[src/rtl/vga_pkg.sv]
// rtl/vga_pkg.sv - shared VGA timing, colour, arena and direction definitions
package vga_pkg;

  // 640x480@60 horizontal timing, in pixels
  localparam logic [9:0] H_VISIBLE    = 10'd640;
  localparam logic [9:0] H_FP         = 10'd16;
  localparam logic [9:0] H_SYNC       = 10'd96;
  localparam logic [9:0] H_BP         = 10'd48;
  localparam logic [9:0] H_TOTAL      = H_VISIBLE + H_FP + H_SYNC + H_BP;
  localparam logic [9:0] H_SYNC_START = H_VISIBLE + H_FP;
  localparam logic [9:0] H_SYNC_END   = H_VISIBLE + H_FP + H_SYNC;

  // 640x480@60 vertical timing, in lines
  localparam logic [9:0] V_VISIBLE    = 10'd480;
  localparam logic [9:0] V_FP         = 10'd10;
  localparam logic [9:0] V_SYNC       = 10'd2;
  localparam logic [9:0] V_BP         = 10'd33;
  localparam logic [9:0] V_TOTAL      = V_VISIBLE + V_FP + V_SYNC + V_BP;
  localparam logic [9:0] V_SYNC_START = V_VISIBLE + V_FP;
  localparam logic [9:0] V_SYNC_END   = V_VISIBLE + V_FP + V_SYNC;

  // Arena geometry: the playfield is the whole visible area inside the walls
  localparam logic [9:0] ARENA_W      = H_VISIBLE;
  localparam logic [9:0] ARENA_H      = V_VISIBLE;
  localparam logic [9:0] DEF_WALL     = 10'd16;
  localparam logic [9:0] DEF_SPRITE   = 10'd16;

  // Spawn points shared by reset and collision
  localparam logic [9:0] PLAYER_X0    = 10'd304;
  localparam logic [9:0] PLAYER_Y0    = 10'd224;
  localparam logic [9:0] GHOST_X0     = 10'd16;
  localparam logic [9:0] GHOST_Y0     = 10'd16;

  typedef struct packed {
    logic [9:0] r;
    logic [9:0] g;
    logic [9:0] b;
  } rgb_t;

  localparam rgb_t COL_BLACK  = '{r: 10'h000, g: 10'h000, b: 10'h000};
  localparam rgb_t COL_YELLOW = '{r: 10'h3FF, g: 10'h3FF, b: 10'h000};
  localparam rgb_t COL_RED    = '{r: 10'h3FF, g: 10'h000, b: 10'h000};
  localparam rgb_t COL_BLUE   = '{r: 10'h000, g: 10'h000, b: 10'h3FF};

  // Clockwise order, so +1 turns clockwise and -1 counter-clockwise
  typedef enum logic [1:0] {
    DIR_RIGHT = 2'd0,
    DIR_DOWN  = 2'd1,
    DIR_LEFT  = 2'd2,
    DIR_UP    = 2'd3
  } dir_t;

endpackage

[src/rtl/vga_timing.sv]
// rtl/vga_timing.sv - 640x480@60 raster counters and sync decode
module vga_timing
  import vga_pkg::*;
(
  input  logic       CLOCK_50,
  input  logic       reset,
  input  logic       pe,
  output logic [9:0] hcount,
  output logic [9:0] vcount,
  output logic       hs,
  output logic       vs,
  output logic       visible,
  output logic       frame_tick
);

  logic [9:0] hcount_q, hcount_d;
  logic [9:0] vcount_q, vcount_d;

  // Advance the raster one pixel per enable; line count steps on line wrap
  always_comb begin
    hcount_d = hcount_q;
    vcount_d = vcount_q;
    if (pe) begin
      if (hcount_q == H_TOTAL - 10'd1) begin
        hcount_d = 10'd0;
        vcount_d = (vcount_q == V_TOTAL - 10'd1) ? 10'd0 : vcount_q + 10'd1;
      end else begin
        hcount_d = hcount_q + 10'd1;
      end
    end
  end

  // Raster position registers
  always_ff @(posedge CLOCK_50) begin
    if (reset) begin
      hcount_q <= 10'd0;
      vcount_q <= 10'd0;
    end else begin
      hcount_q <= hcount_d;
      vcount_q <= vcount_d;
    end
  end

  assign hcount     = hcount_q;
  assign vcount     = vcount_q;
  assign hs         = !((hcount_q >= H_SYNC_START) && (hcount_q < H_SYNC_END));
  assign vs         = !((vcount_q >= V_SYNC_START) && (vcount_q < V_SYNC_END));
  assign visible    = (hcount_q < H_VISIBLE) && (vcount_q < V_VISIBLE);
  // First pixel of vertical blank: game state may change without tearing
  assign frame_tick = pe && (hcount_q == 10'd0) && (vcount_q == V_VISIBLE);

endmodule

[src/rtl/system_de2_top.sv]
// rtl/system_de2_top.sv - DE2 Pacman remix: VGA timing, player/ghost game, renderer
module system_de2_top
  import vga_pkg::*;
#(
  parameter logic [9:0] SPRITE = DEF_SPRITE,
  parameter logic [9:0] WALL   = DEF_WALL,
  parameter logic [9:0] PSTEP  = 10'd2,
  parameter logic [9:0] GSTEP  = 10'd1
) (
  input  logic       CLOCK_50,
  input  logic [2:0] KEY,
  output logic       VGA_CLK,
  output logic       VGA_HS,
  output logic       VGA_VS,
  output logic       VGA_BLANK,
  output logic       VGA_SYNC,
  output logic [9:0] VGA_R,
  output logic [9:0] VGA_G,
  output logic [9:0] VGA_B
);

  // Player top-left corner stays inside the walls
  localparam logic [9:0] X_MIN = WALL;
  localparam logic [9:0] X_MAX = ARENA_W - WALL - SPRITE;
  localparam logic [9:0] Y_MIN = WALL;
  localparam logic [9:0] Y_MAX = ARENA_H - WALL - SPRITE;

  logic       reset;
  logic       pe;
  logic [9:0] hcount, vcount;
  logic       hs, vs, visible, frame_tick;

  assign reset = KEY[0];

  // ---------------- pixel clock ----------------
  logic vga_clk_q, vga_clk_d;

  // Divide-by-two toggle; the enable marks the cycle where it rises
  always_comb begin
    vga_clk_d = ~vga_clk_q;
  end

  // Pixel clock register
  always_ff @(posedge CLOCK_50) begin
    if (reset) vga_clk_q <= 1'b0;
    else       vga_clk_q <= vga_clk_d;
  end

  assign pe = ~vga_clk_q;

  vga_timing u_timing (
    .CLOCK_50   (CLOCK_50),
    .reset      (reset),
    .pe         (pe),
    .hcount     (hcount),
    .vcount     (vcount),
    .hs         (hs),
    .vs         (vs),
    .visible    (visible),
    .frame_tick (frame_tick)
  );

  // ---------------- key synchronisers ----------------
  // Bit 1 = KEY[2] (clockwise), bit 0 = KEY[1] (counter-clockwise)
  logic [1:0] key_meta_q, key_meta_d;
  logic [1:0] key_sync_q, key_sync_d;
  logic [1:0] key_prev_q, key_prev_d;
  logic [1:0] key_rise;

  // Two-flop synchroniser followed by a delay stage for edge detection
  always_comb begin
    key_meta_d = KEY[2:1];
    key_sync_d = key_meta_q;
    key_prev_d = key_sync_q;
  end

  // Key synchroniser registers
  always_ff @(posedge CLOCK_50) begin
    if (reset) begin
      key_meta_q <= 2'b00;
      key_sync_q <= 2'b00;
      key_prev_q <= 2'b00;
    end else begin
      key_meta_q <= key_meta_d;
      key_sync_q <= key_sync_d;
      key_prev_q <= key_prev_d;
    end
  end

  assign key_rise = key_sync_q & ~key_prev_q;

  // ---------------- game state ----------------
  logic [9:0] px_q, px_d, py_q, py_d;
  logic [9:0] gx_q, gx_d, gy_q, gy_d;
  dir_t       dir_q, dir_d;
  logic [1:0] dir_bits;
  logic [9:0] px_mv, py_mv, gx_mv, gy_mv;
  logic [9:0] dx, dy;
  logic       hit;

  // Turning on key edges, per-frame movement, clamping and collision respawn
  always_comb begin
    dir_bits = dir_q;
    dir_d    = dir_q;
    unique case (key_rise)
      2'b10:   dir_d = dir_t'(dir_bits + 2'd1);
      2'b01:   dir_d = dir_t'(dir_bits - 2'd1);
      default: dir_d = dir_q;
    endcase

    // Clamp tests are made before the add/subtract so no value can wrap
    px_mv = px_q;
    py_mv = py_q;
    unique case (dir_q)
      DIR_RIGHT: px_mv = (px_q >= X_MAX - PSTEP) ? X_MAX : px_q + PSTEP;
      DIR_LEFT:  px_mv = (px_q <= X_MIN + PSTEP) ? X_MIN : px_q - PSTEP;
      DIR_DOWN:  py_mv = (py_q >= Y_MAX - PSTEP) ? Y_MAX : py_q + PSTEP;
      DIR_UP:    py_mv = (py_q <= Y_MIN + PSTEP) ? Y_MIN : py_q - PSTEP;
      default:   px_mv = px_q;
    endcase

    // Ghost chases where the player was before this frame's move
    gx_mv = gx_q;
    gy_mv = gy_q;
    if (gx_q < px_q)      gx_mv = gx_q + GSTEP;
    else if (gx_q > px_q) gx_mv = gx_q - GSTEP;
    if (gy_q < py_q)      gy_mv = gy_q + GSTEP;
    else if (gy_q > py_q) gy_mv = gy_q - GSTEP;

    dx  = (px_mv >= gx_mv) ? px_mv - gx_mv : gx_mv - px_mv;
    dy  = (py_mv >= gy_mv) ? py_mv - gy_mv : gy_mv - py_mv;
    hit = (dx < SPRITE) && (dy < SPRITE);

    px_d = px_q;
    py_d = py_q;
    gx_d = gx_q;
    gy_d = gy_q;
    if (frame_tick) begin
      if (hit) begin
        px_d  = PLAYER_X0;
        py_d  = PLAYER_Y0;
        gx_d  = GHOST_X0;
        gy_d  = GHOST_Y0;
        dir_d = DIR_RIGHT;
      end else begin
        px_d = px_mv;
        py_d = py_mv;
        gx_d = gx_mv;
        gy_d = gy_mv;
      end
    end
  end

  // Game state registers
  always_ff @(posedge CLOCK_50) begin
    if (reset) begin
      px_q  <= PLAYER_X0;
      py_q  <= PLAYER_Y0;
      gx_q  <= GHOST_X0;
      gy_q  <= GHOST_Y0;
      dir_q <= DIR_RIGHT;
    end else begin
      px_q  <= px_d;
      py_q  <= py_d;
      gx_q  <= gx_d;
      gy_q  <= gy_d;
      dir_q <= dir_d;
    end
  end

  // ---------------- renderer ----------------
  logic in_player, in_ghost, in_wall;
  rgb_t pix;
  rgb_t rgb_q, rgb_d;
  logic hs_q, hs_d, vs_q, vs_d, blank_q, blank_d;

  // Colour of the current raster pixel, player over ghost over wall
  always_comb begin
    in_player = (hcount >= px_q) && (hcount < px_q + SPRITE) &&
                (vcount >= py_q) && (vcount < py_q + SPRITE);
    in_ghost  = (hcount >= gx_q) && (hcount < gx_q + SPRITE) &&
                (vcount >= gy_q) && (vcount < gy_q + SPRITE);
    in_wall   = (hcount < WALL) || (hcount >= ARENA_W - WALL) ||
                (vcount < WALL) || (vcount >= ARENA_H - WALL);
    if (in_player)     pix = COL_YELLOW;
    else if (in_ghost) pix = COL_RED;
    else if (in_wall)  pix = COL_BLUE;
    else               pix = COL_BLACK;

    hs_d    = hs_q;
    vs_d    = vs_q;
    blank_d = blank_q;
    rgb_d   = rgb_q;
    if (pe) begin
      hs_d    = hs;
      vs_d    = vs;
      blank_d = visible;
      rgb_d   = visible ? pix : COL_BLACK;
    end
  end

  // Video output registers: syncs, blank and colour stay aligned
  always_ff @(posedge CLOCK_50) begin
    if (reset) begin
      hs_q    <= 1'b1;
      vs_q    <= 1'b1;
      blank_q <= 1'b0;
      rgb_q   <= COL_BLACK;
    end else begin
      hs_q    <= hs_d;
      vs_q    <= vs_d;
      blank_q <= blank_d;
      rgb_q   <= rgb_d;
    end
  end

  assign VGA_CLK   = vga_clk_q;
  assign VGA_HS    = hs_q;
  assign VGA_VS    = vs_q;
  assign VGA_BLANK = blank_q;
  assign VGA_SYNC  = 1'b0;
  assign VGA_R     = rgb_q.r;
  assign VGA_G     = rgb_q.g;
  assign VGA_B     = rgb_q.b;

endmodule

[config.mk]
export PLATFORM = sky130hd
export DESIGN_NAME = system_de2_top
export DESIGN_NICKNAME = d
export VERILOG_FILES = /design/src/rtl/vga_pkg.sv /design/src/rtl/vga_timing.sv /design/src/rtl/system_de2_top.sv
export SDC_FILE = /design/constraint.sdc
export NUM_CORES = 1
export LEC_CHECK = 0
export CAP_MARGIN = 10
export CORE_UTILIZATION = 45
export CTS_CLUSTER_SIZE = 10
export DETAILED_ROUTE_END_ITERATION = 8
export GPL_TIMING_DRIVEN = 0
export HOLD_SLACK_MARGIN = 0.12
export PLACE_DENSITY = 0.62
export SYNTH_ARGS = -nofsm -noshare
export SYNTH_HDL_FRONTEND = slang
export SYNTH_HIERARCHICAL = 1
export SYNTH_SLANG_ARGS = --single-unit
[constraint.sdc]
create_clock -name CLOCK_50 -period 14.2 [get_ports CLOCK_50]
set_input_delay 2.13 -clock CLOCK_50 [delete_from_list [all_inputs] [get_ports CLOCK_50]]
set_output_delay 2.13 -clock CLOCK_50 [all_outputs]
set_load 0.01 [all_outputs]
# Word level (Yosys, flattened, before mapping)
# Index checks and enable logic that the tools add are counted.
[op_classes] add_sub_neg=20 n_lt_le_gt_ge=30 eq_ne=8 muxes=25 n_bitwise=3 reduce_logical=20
[ops] cell="2-to-1 mux 10 bit" n=17
[ops] cell="2-to-1 mux 30 bit" n=3
[ops] cell=">= comparator 10 bit" n=6
[ops] cell="< comparator 10 bit" n=6
[ops] cell="adder 10 x 1 -> 10 bit (second input constant)" n=4
[ops] cell="adder 10 x 5 -> 10 bit (second input constant)" n=4
[ops] cell="< comparator 10 x 5 -> 1 bit (second input constant)" n=4
[ops] cell="one-hot mux 10 bit (2 select lines)" n=2
[ops] cell="subtractor 10 bit" n=4
[ops] cell=">= comparator 10 bit (second input constant)" n=3
[ops] cell=">= comparator 10 x 9 -> 1 bit (second input constant)" n=3
[ops] cell="adder 10 x 2 -> 10 bit (second input constant)" n=2
[ops] cell="== test 10 bit (second input constant)" n=2
[ops] cell="greater-than comparator 10 bit" n=2
[ops] cell="<= comparator 10 x 5 -> 1 bit (second input constant)" n=2
[ops] cell="< comparator 10 bit (second input constant)" n=2
[ops] cell="< comparator 10 x 9 -> 1 bit (second input constant)" n=2
[ops] cell="subtractor 10 x 1 -> 10 bit (second input constant)" n=2
[ops] cell="subtractor 10 x 2 -> 10 bit (second input constant)" n=2
[ops] cell="logical AND 1 bit" n=12
[ops] cell="== test 10 x 9 -> 1 bit (second input constant)" n=1
[ops] cell="logical NOT 10 bit" n=1
[ops] cell="== test 2 bit (second input constant)" n=3
[ops] cell="== test 2 x 1 -> 1 bit (second input constant)" n=2
[ops] cell="other kinds (11)" n=15
[word_totals] reg_bits=102 input_bits=4 out_inout_bits=35 word_cells=123

# Depth between registers and ports, before layout
# Gate-level depths: netlist of the first run.
[logic_depth] depth_word=9 depth_mapped=27 depth_no_buf=24

# Hierarchy
# The synthesis of the first run kept the hierarchy.
[modules_own_cells] mod="system_de2_top" n_inst=1 cells_each=1013 area_per_inst_um2=7787.5 seq_area_each_um2=1101.1
[modules_own_cells] mod="vga_timing" n_inst=1 cells_each=130 area_per_inst_um2=1152.4 seq_area_each_um2=400.4

# Least setup slack after synthesis of the first run
# Ideal clock, no wire load.
[synth_timing] path_kind="register to register" from="register px_q[6]" to="register py_q[3]" setup_ps=117 arrival_ps=5543 t_required_ps=14083 slack_ps=8541 stages_incl_launch_ff=27 n_path_buf=3 period_less_slack_ps=5659 path_cell_list="dfxtp_1 > clkbuf_1 > inv_1 > ha_1 > nand4_1 > a211oi_1 > nor3_1 > nor2_1 > nand4_1 > nor4_1 > a21oi_1 > xnor2_1 > inv_1 > ha_1 > clkbuf_1 > a21o_1 > a21o_1 > a21oi_1 > nor3b_1 > a21oi_1 > a311o_1 > a21o_1 > a211oi_1 > nand4_2 > and3_4 > buf_6 > a22o_1"
[synth_via] elab_chain_cells=8 elab_cells_between_ends=18 cone_classes="add/sub: 4; order compare: 6; mux: 7; reduce/logical: 1"
[synth_lines] item="start, declared" line="system_de2_top.sv:93" rtl="logic [9:0] px_q, px_d, py_q, py_d;"
[synth_lines] item="start signal, assigned" line="system_de2_top.sv:163" rtl="px_q <= px_d;"
[synth_lines] item="subtractor 10 x 2 -> 10 bit (tied with other cells)" line="system_de2_top.sv:116" rtl="DIR_LEFT: px_mv = (px_q <= X_MIN + PSTEP) ? X_MIN : px_q - PSTEP;"
[synth_lines] item="2-to-1 mux 10 bit, on equally long branches" line="system_de2_top.sv:116, system_de2_top.sv:115, system_de2_top.sv:126"
[synth_lines] item="one-hot mux 10 bit (2 select lines) or 2-to-1 mux 10 bit (tied branches)" line="system_de2_top.sv:114, system_de2_top.sv:125"
[synth_lines] item="subtractor 10 bit or >= comparator 10 bit (tied branches)" line="system_de2_top.sv:130" rtl="dx = (px_mv >= gx_mv) ? px_mv - gx_mv : gx_mv - px_mv;"
[synth_lines] item="2-to-1 mux 10 bit (*)" line="system_de2_top.sv:130"
[synth_lines] item="< comparator 10 x 5 -> 1 bit (*)" line="system_de2_top.sv:132" rtl="hit = (dx < SPRITE) && (dy < SPRITE);"
[synth_lines] item="logical AND 1 bit (*)" line="system_de2_top.sv:132"
[synth_lines] item="2-to-1 mux 10 bit (*)" line="system_de2_top.sv:139" rtl="if (hit) begin"
[synth_lines] item="end signal, assigned" line="system_de2_top.sv:164" rtl="py_q <= py_d;"
[synth_lines] item="end, declared" line="system_de2_top.sv:93"
# Every way passes the cells marked *; elsewhere a longest branch is shown, timed or not.
# A chain may end at the register's enable or synchronous reset.

# Worst setup path in the final report of the first run
[layout_timing] from="register px_q[5]" to="register py_q[0]"
# Same word-level chain as after synthesis.

==> impl_metrics.tcl, run 1 <==
set metrics [dict create \
    grt_max_degree 14 \
    antennaDiodeCount 0 \
    postCtsSetupBuffers 0 \
    ys.flop_type "dfxtp_1" \
    clock.fmax_mhz 142 \
    postSynth.asyncResetShare 0 \
    drt-initial-drc-count 595 \
    hold_violations 0 \
    synth_cell_type_count 93 \
    p_comb_frac 0.163 \
    outcome "finished, final reports clean" \
    dp_hpwl_um 20100 \
    rsz0062_at_grt "no" \
    drtPass1Iterations 5 \
    p_int_mw 0.383 \
    tightest_slew_ns 1.18 \
    placed_cells 1445 \
    cts-root-buf "clkbuf_16" \
    synth_cells 1143 \
    p_sw_frac 0.278 \
    min_period_ns 7.03 \
    clk_path_buf_depth 2 \
    crit_fanout 10 \
    io_buffers 37 \
    crit_type "register to register" \
    seq_power_share 0.406 \
    numCtsBuffers 9 \
    synth_seq_cells 75 \
    grt_usage 0.257 \
    drive_above_1_share 0.0794 \
    vias 8426 \
    avgRoutedWirePerCell_um 17.5 \
    fin_tns_setup_ns 0 \
    htree_levels 3 \
    drcViolationCount 0 \
    die_x_um 143 \
    setup.worst_path.start_class "register" \
    num-nets-final 1346 \
    synthTopCellsByArea "ha_1, dfxtp_1, xnor2_1" \
    grt_use_met1 0.353 \
    die_y_um 143 \
    maxSlewViolCount 0 \
    yosys.area.top_type "ha_1" \
    grt_pass1_vias 7698 \
    power_switching_mw 0.148 \
    syn_avg_cell_area_um2 7.82 \
    clkTransAtPathRegs_ns 0.06 \
    gp_congestion 0.928 \
    io_pins 39 \
    cts.sinks 75 \
    ir_worst_vdd_uv 53.9 \
    synth_area_mm2 0.00894 \
    syn-num-nets 1298 \
    power_density_mw_per_mm2 53.4 \
    critPathRequiredTime_ns 14.39 \
    worstPathArrival_ns 7.23 \
    cts_tree "yes" \
    globalRoute.totalOverflow 0 \
    clockPowerShare 0.432 \
    fp-row-count 51 \
    final_cells 1461 \
    area_delta_synth_final_pct 11.1 \
    postRouteAntennaNets 0 \
    min_period_over_period 0.495 \
    max_cap_violations 0 \
    grtUsageMet3 0.0309 \
    hp-class "register to register" \
    setup_violations 0 \
    antenna_found_initial 0 \
    die_area_mm2 0.0204 \
    clk_latency_ns 0.35 \
    slew_headroom 0.210 \
    wl_um 25500 \
    grt_pass1_wl_um 40900 \
    total_leakage_power_nw 4.25 \
    synth_seq_area_share 0.168 \
    use_met2 0.418 \
    core_mm2 0.0195 \
    synth_top_cell_area_share 0.211 \
    yosys_warnings 6 \
    cts-resized-gates 0 \
    crit_path_end_kind "register" \
    synth_edf_count 0 \
    cts.hold.buffers_added 0 \
    clock_skew_ns 0.00920 \
    vias_per_cell 5.77 \
    start_util 0.459 \
    nFillCells 1916 \
    busiest_layer "met2" \
]
## cells in the mapped netlist (12+ instances only)
cell type    n
a211oi_1    20
a21o_1      30
a21oi_1     71
a22o_1      12
buf_4       31
clkbuf_1    17
dfxtp_1     75
ha_1       151
inv_1      110
mux2i_1     12
nand2_1     73
nand3_1     33
nand4_1     24
nor2_1      70
nor2b_1     20
nor3_1      34
o21a_1      14
o21ai_0     64
xnor2_1     53
## per-stage QoR
step                utilization  area, µm²  power (mW)  worst slack, ns  hold WS [ns]
global placement          0.495       9640       0.304             7.32         0.425
finish                    0.510       9930       0.531             7.17         0.437
CTS                       0.510       9930       0.534             7.21         0.442
global route              0.510       9930       0.552             6.57         0.469
detailed placement        0.495       9640       0.305             7.26         0.429
floorplan                     -       8940       0.282             8.54         0.414
## flip-flops by register name, indices dropped and copies added (netlist names), 2 cells and up
name             count
key_prev_q           2
py_q                10
key_meta_q           2
gx_q                10
gy_q                10
key_prev_d           2
u_timing/hcount     10
dir_bits             2
u_timing/vcount     10
px_q                10
## kinds of logic after synthesis
group,count (synthesis),share of synthesized area
compound gates,324,0.248
xor+xnor,64,0.0627
fa+ha+maj,151,0.211
buf+inv,176,0.0924
flops,75,0.168
mux,15,0.0176
other cells,1,0.000419
simple gates,337,0.199
## routing by layer
metal,up-vias,share of wire
li1,4228,-
met1,3950,0.48
met2,214,0.46
met3,34,0.043
met4,0,0.021
met5,-,0
## critical path: stages (launching register included)
cell and delay [ns]:
dfxtp_1 0.48, inv_1 0.26, ha_1 0.39, a21oi_1 0.15, o21ai_0 0.21, nor2b_1 0.20
nor3_1 0.68, and3_1 0.29, and2_1 0.20, a21oi_1 0.10, xnor2_1 0.29, inv_1 0.08
ha_1 0.29, clkbuf_1 0.20, a21o_1 0.23, a21o_1 0.17, a21oi_1 0.47, nor3b_1 0.34
a21oi_1 0.26, a311o_1 0.37, a21o_1 0.18, a211oi_1 0.23, nand4_2 0.20, o21ai_2 0.19
buf_2 0.33, a311oi_1 0.09
## power groups by stage
stage | clock, mW | combinational, mW | sequential [mW]
6_report | 0.229 | 0.0863 | 0.215
5_1_grt | 0.240 | 0.0958 | 0.216
4_1_cts | 0.233 | 0.0857 | 0.215
3_5_place_dp | 0 | 0.0851 | 0.220
3_3_place_gp | 0 | 0.0844 | 0.220
2_1_floorplan | 0 | 0.0622 | 0.220
## worst paths after layout
check,startpoint,end,slack (ns),cells after the start
worst min-delay path,key_meta_q[0]$_SDFF_PP0_,key_prev_d[0]$_SDFF_PP0_,0.44,1
worst min register to register,key_meta_q[0]$_SDFF_PP0_,key_prev_d[0]$_SDFF_PP0_,0.44,1
worst max-delay path,px_q[5]$_SDFFE_PP1P_,py_q[0]$_SDFFE_PP0P_,7.17,25
worst max register to register,px_q[5]$_SDFFE_PP1P_,py_q[0]$_SDFFE_PP0P_,7.17,25
## layout by cell type (no fill, tap or decap), drive strengths merged, types with 10 or more instances in the layout
cell,n
inv,110
o21ai,68
nand3,33
a211oi,20
nand2,73
buf,45
a21o,30
nand2b,10
a22o,15
o31ai,11
nor2,70
nor2b,20
mux2i,12
xor2,11
clkdlybuf4s50,37
nor4,12
xnor2,53
dfxtp,75
a21oi,71
o21a,14
nand4,25
and3,13
or3,11
a31oi,11
nor3,34
clkbuf,33
ha,151
## cell type report
cell class,instances,area [µm²],area share
inverters,111,417,0.0419
repair buffers,37,370,0.0373
well taps,265,332,0.0334
plain buffers,65,409,0.0412
multi-input cells,892,6610,0.666
flip-flops and latches,75,1500,0.151
clock inverters,3,21.3,0.00214
clock buffers,13,270,0.0272
Power figures use the tool's default switching activity.
==> inputs of run 2 (changes only) <==
--- a/config.mk
+++ b/config.mk
@@ -11,7 +11,7 @@
 export DETAILED_ROUTE_END_ITERATION = 8
 export GPL_TIMING_DRIVEN = 0
 export HOLD_SLACK_MARGIN = 0.12
-export PLACE_DENSITY = 0.62
+export PLACE_DENSITY = 0.65
 export SYNTH_ARGS = -nofsm -noshare
 export SYNTH_HDL_FRONTEND = slang
 export SYNTH_HIERARCHICAL = 1
==> constraint.sdc (replaced) <==
create_clock -name CLOCK_50 -period 5.65 [get_ports CLOCK_50]
set_input_delay 0.8475 -clock CLOCK_50 [delete_from_list [all_inputs] [get_ports CLOCK_50]]
set_output_delay 0.8475 -clock CLOCK_50 [all_outputs]
set_load 0.01 [all_outputs]
==> run 2 against run 1 <==
Effect of this change: worst hold slack improved by 0.022 ns; combinational power grew to 2.8 times the previous value; largest cell class unchanged; setup slack worse by 7.1 ns; total power grew to 2.7 times the previous value; wire length rose by 5.1%; via count up 5.1%; utilization increased by 5.6 points; clock power rose to 2.9 times the previous value; first-iteration DRC count is 19% higher.
==> impl_metrics.tcl, run 2 (synthesized netlist as in run 1, its figures left out) <==
set metrics [dict create \
    drive_above_1_share 0.193 \
    grt_pass1_vias 7880 \
    final_common_cell "ha_1" \
    cts-root-buf "clkbuf_16" \
    crit_family "compound AO/OA/AOI/OAI gates" \
    post_dp_cell_area_mm2 0.00965 \
    postRouteAntennaNets 0 \
    drtPass1Iterations 5 \
    drcViolationCount 0 \
    htree_levels 3 \
    clk_path_buf_depth 2 \
    power_density_mw_per_mm2 131 \
    crit_type "register to register" \
    grt_pass1_wl_um 41200 \
    slew_headroom 0.302 \
    layout.cells.most_common_list "ha_1, inv_1, buf_4, nand2_1, nor2_1" \
    cts.hold.buffers_added 0 \
    setup.worst_path.start_class "register" \
    start_util 0.459 \
    crit_fanout 4 \
    path_cells "buf_6 -> clkinvlp_4 -> ha_4 -> nand4_1 -> buf_4 -> nor2b_4 -> buf_4 -> nor4_4 -> nand4_1 -> o22ai_4 -> xnor2_2 -> ha_1 -> a21o_1 -> a21o_1 -> a21o_1 -> or3_4 -> o21ai_4 -> mux2_4 -> a311o_2 -> a22oi_2 -> nand4_4 -> and3_4 -> buf_4 -> a22o_2" \
    utilization 0.567 \
    ir_worst_vdd_uv 126 \
    globalRoute.totalOverflow 0 \
    vias_per_cell 5.84 \
    slowest_delay_ns 0.39 \
    antennaDiodeCount 0 \
    critPathRequiredTime_ns 5.90 \
    avgRoutedWirePerCell_um 17.7 \
    min_period_over_period 0.989 \
    fp-row-count 51 \
    total_leakage_power_nw 4.65 \
    nFillCells 1778 \
    core_mm2 0.0195 \
    dp_hpwl_um 19700 \
    io_buffers 37 \
    die_area_mm2 0.0204 \
    max_cap_violations 0 \
    worstPathArrival_ns 5.84 \
    drt-initial-drc-count 706 \
    antenna_found_initial 0 \
    clk_latency_ns 0.35 \
    numCtsBuffers 9 \
    grt_usage 0.258 \
    clkTransAtPathRegs_ns 0.06 \
    die_y_um 143 \
    vias 8858 \
    grt_max_degree 14 \
    final_area_mm2 0.0110 \
    timing.final.ws_setup_ns 0.0601 \
    num-nets-final 1404 \
    setup_violations 0 \
    multi_input_area_mm2 0.00709 \
    die_x_um 143 \
    area_delta_synth_final_pct 23.4 \
    ff_latch_area_mm2 0.00153 \
    gp_congestion 0.932 \
    crit_path_end_kind "register" \
    cp_slowest_cell "a311o_2" \
    hold_ws_ns 0.459 \
    io_pins 39 \
    clock.fmax_mhz 179 \
    wl_um 26900 \
    clock_skew_ns 0.00946 \
    hp-class "register to register" \
    cts.sinks 75 \
    tightest_slew_ns 1.04 \
    cts_tree "yes" \
    dp_slack_ns -1.22 \
    hold_violations 0 \
    outcome "finished, final reports clean" \
    min_period_ns 5.59 \
    critPathBufInv 5 \
    maxSlewViolCount 0 \
]
==> run 2: cell types whose count changed in the layout (fill, tap and decap cells not counted), sizes merged <==
| cell | before | now |
|---|---|---|
| buf | 45 | 107 |
| clkbuf | 33 | 25 |
| clkinvlp | 1 | 6 |
| inv | 110 | 105 |
| bufinv | 0 | 3 |
| clkinv | 3 | 2 |
==> run 2: final cells by class <==
class,instances,share of cell area
timing repair buffer,100,0.0774
sequential,75,0.139
tap,265,0.0301
buffer,60,0.0406
clock inverter,5,0.00942
multi-input combinational,892,0.643
clock buffer,9,0.0204
inverter,111,0.0400
==> run 2: through the flow <==
step	total power, mW	std cells	setup TNS, ns
after floorplan	0.708	1143	0
after global placement	0.763	1445	-45.46
after detailed placement	0.765	1445	-47.88
after CTS	1.44	1472	0
after global routing	1.50	1517	-1.99
final	1.45	1517	0
==> run 2: path summary, 6_finish.rpt <==
kind	from	to	slack [ns]	cells after the start
setup / recovery	py_q[6]$_SDFFE_PP1P_	gx_q[2]$_SDFFE_PP0P_	0.06	24
hold / removal	key_meta_q[1]$_SDFF_PP0_	key_prev_d[1]$_SDFF_PP0_	0.46	1
setup reg to reg	py_q[6]$_SDFFE_PP1P_	gx_q[2]$_SDFFE_PP0P_	0.06	24
hold reg to reg	key_meta_q[1]$_SDFF_PP0_	key_prev_d[1]$_SDFF_PP0_	0.46	1
==> run 2: timing repair <==
action	4_1_cts	5_1_grt
endpoints found under the hold margin	0	0
cloned	0	1
setup endpoints to repair	42	42
setup buffers	16	46
resized for setup	62	80
pin swaps	19	47
==> run 2: where the power goes <==
group	switching (mW)	internal [mW]
logic	0.132	0.111
clock network	0.241	0.427
registers	0.00604	0.532
==> run 2: layer usage <==
layer / share of wire / GRT usage
met1: 0.46 / 0.351
met2: 0.46 / 0.418
met3: 0.058 / 0.0355
met4: 0.019 / 0.0815
met5: 0 / 0
==> inputs of run 3 (changes only) <==
--- a/config.mk
+++ b/config.mk
@@ -10,7 +10,6 @@
 export CTS_CLUSTER_SIZE = 10
 export DETAILED_ROUTE_END_ITERATION = 8
 export GPL_TIMING_DRIVEN = 0
-export HOLD_SLACK_MARGIN = 0.12
 export PLACE_DENSITY = 0.65
 export SYNTH_ARGS = -nofsm -noshare
 export SYNTH_HDL_FRONTEND = slang
==> results of run 3 <==
The final DEF is identical to that of run 2; final timing and power are the same.
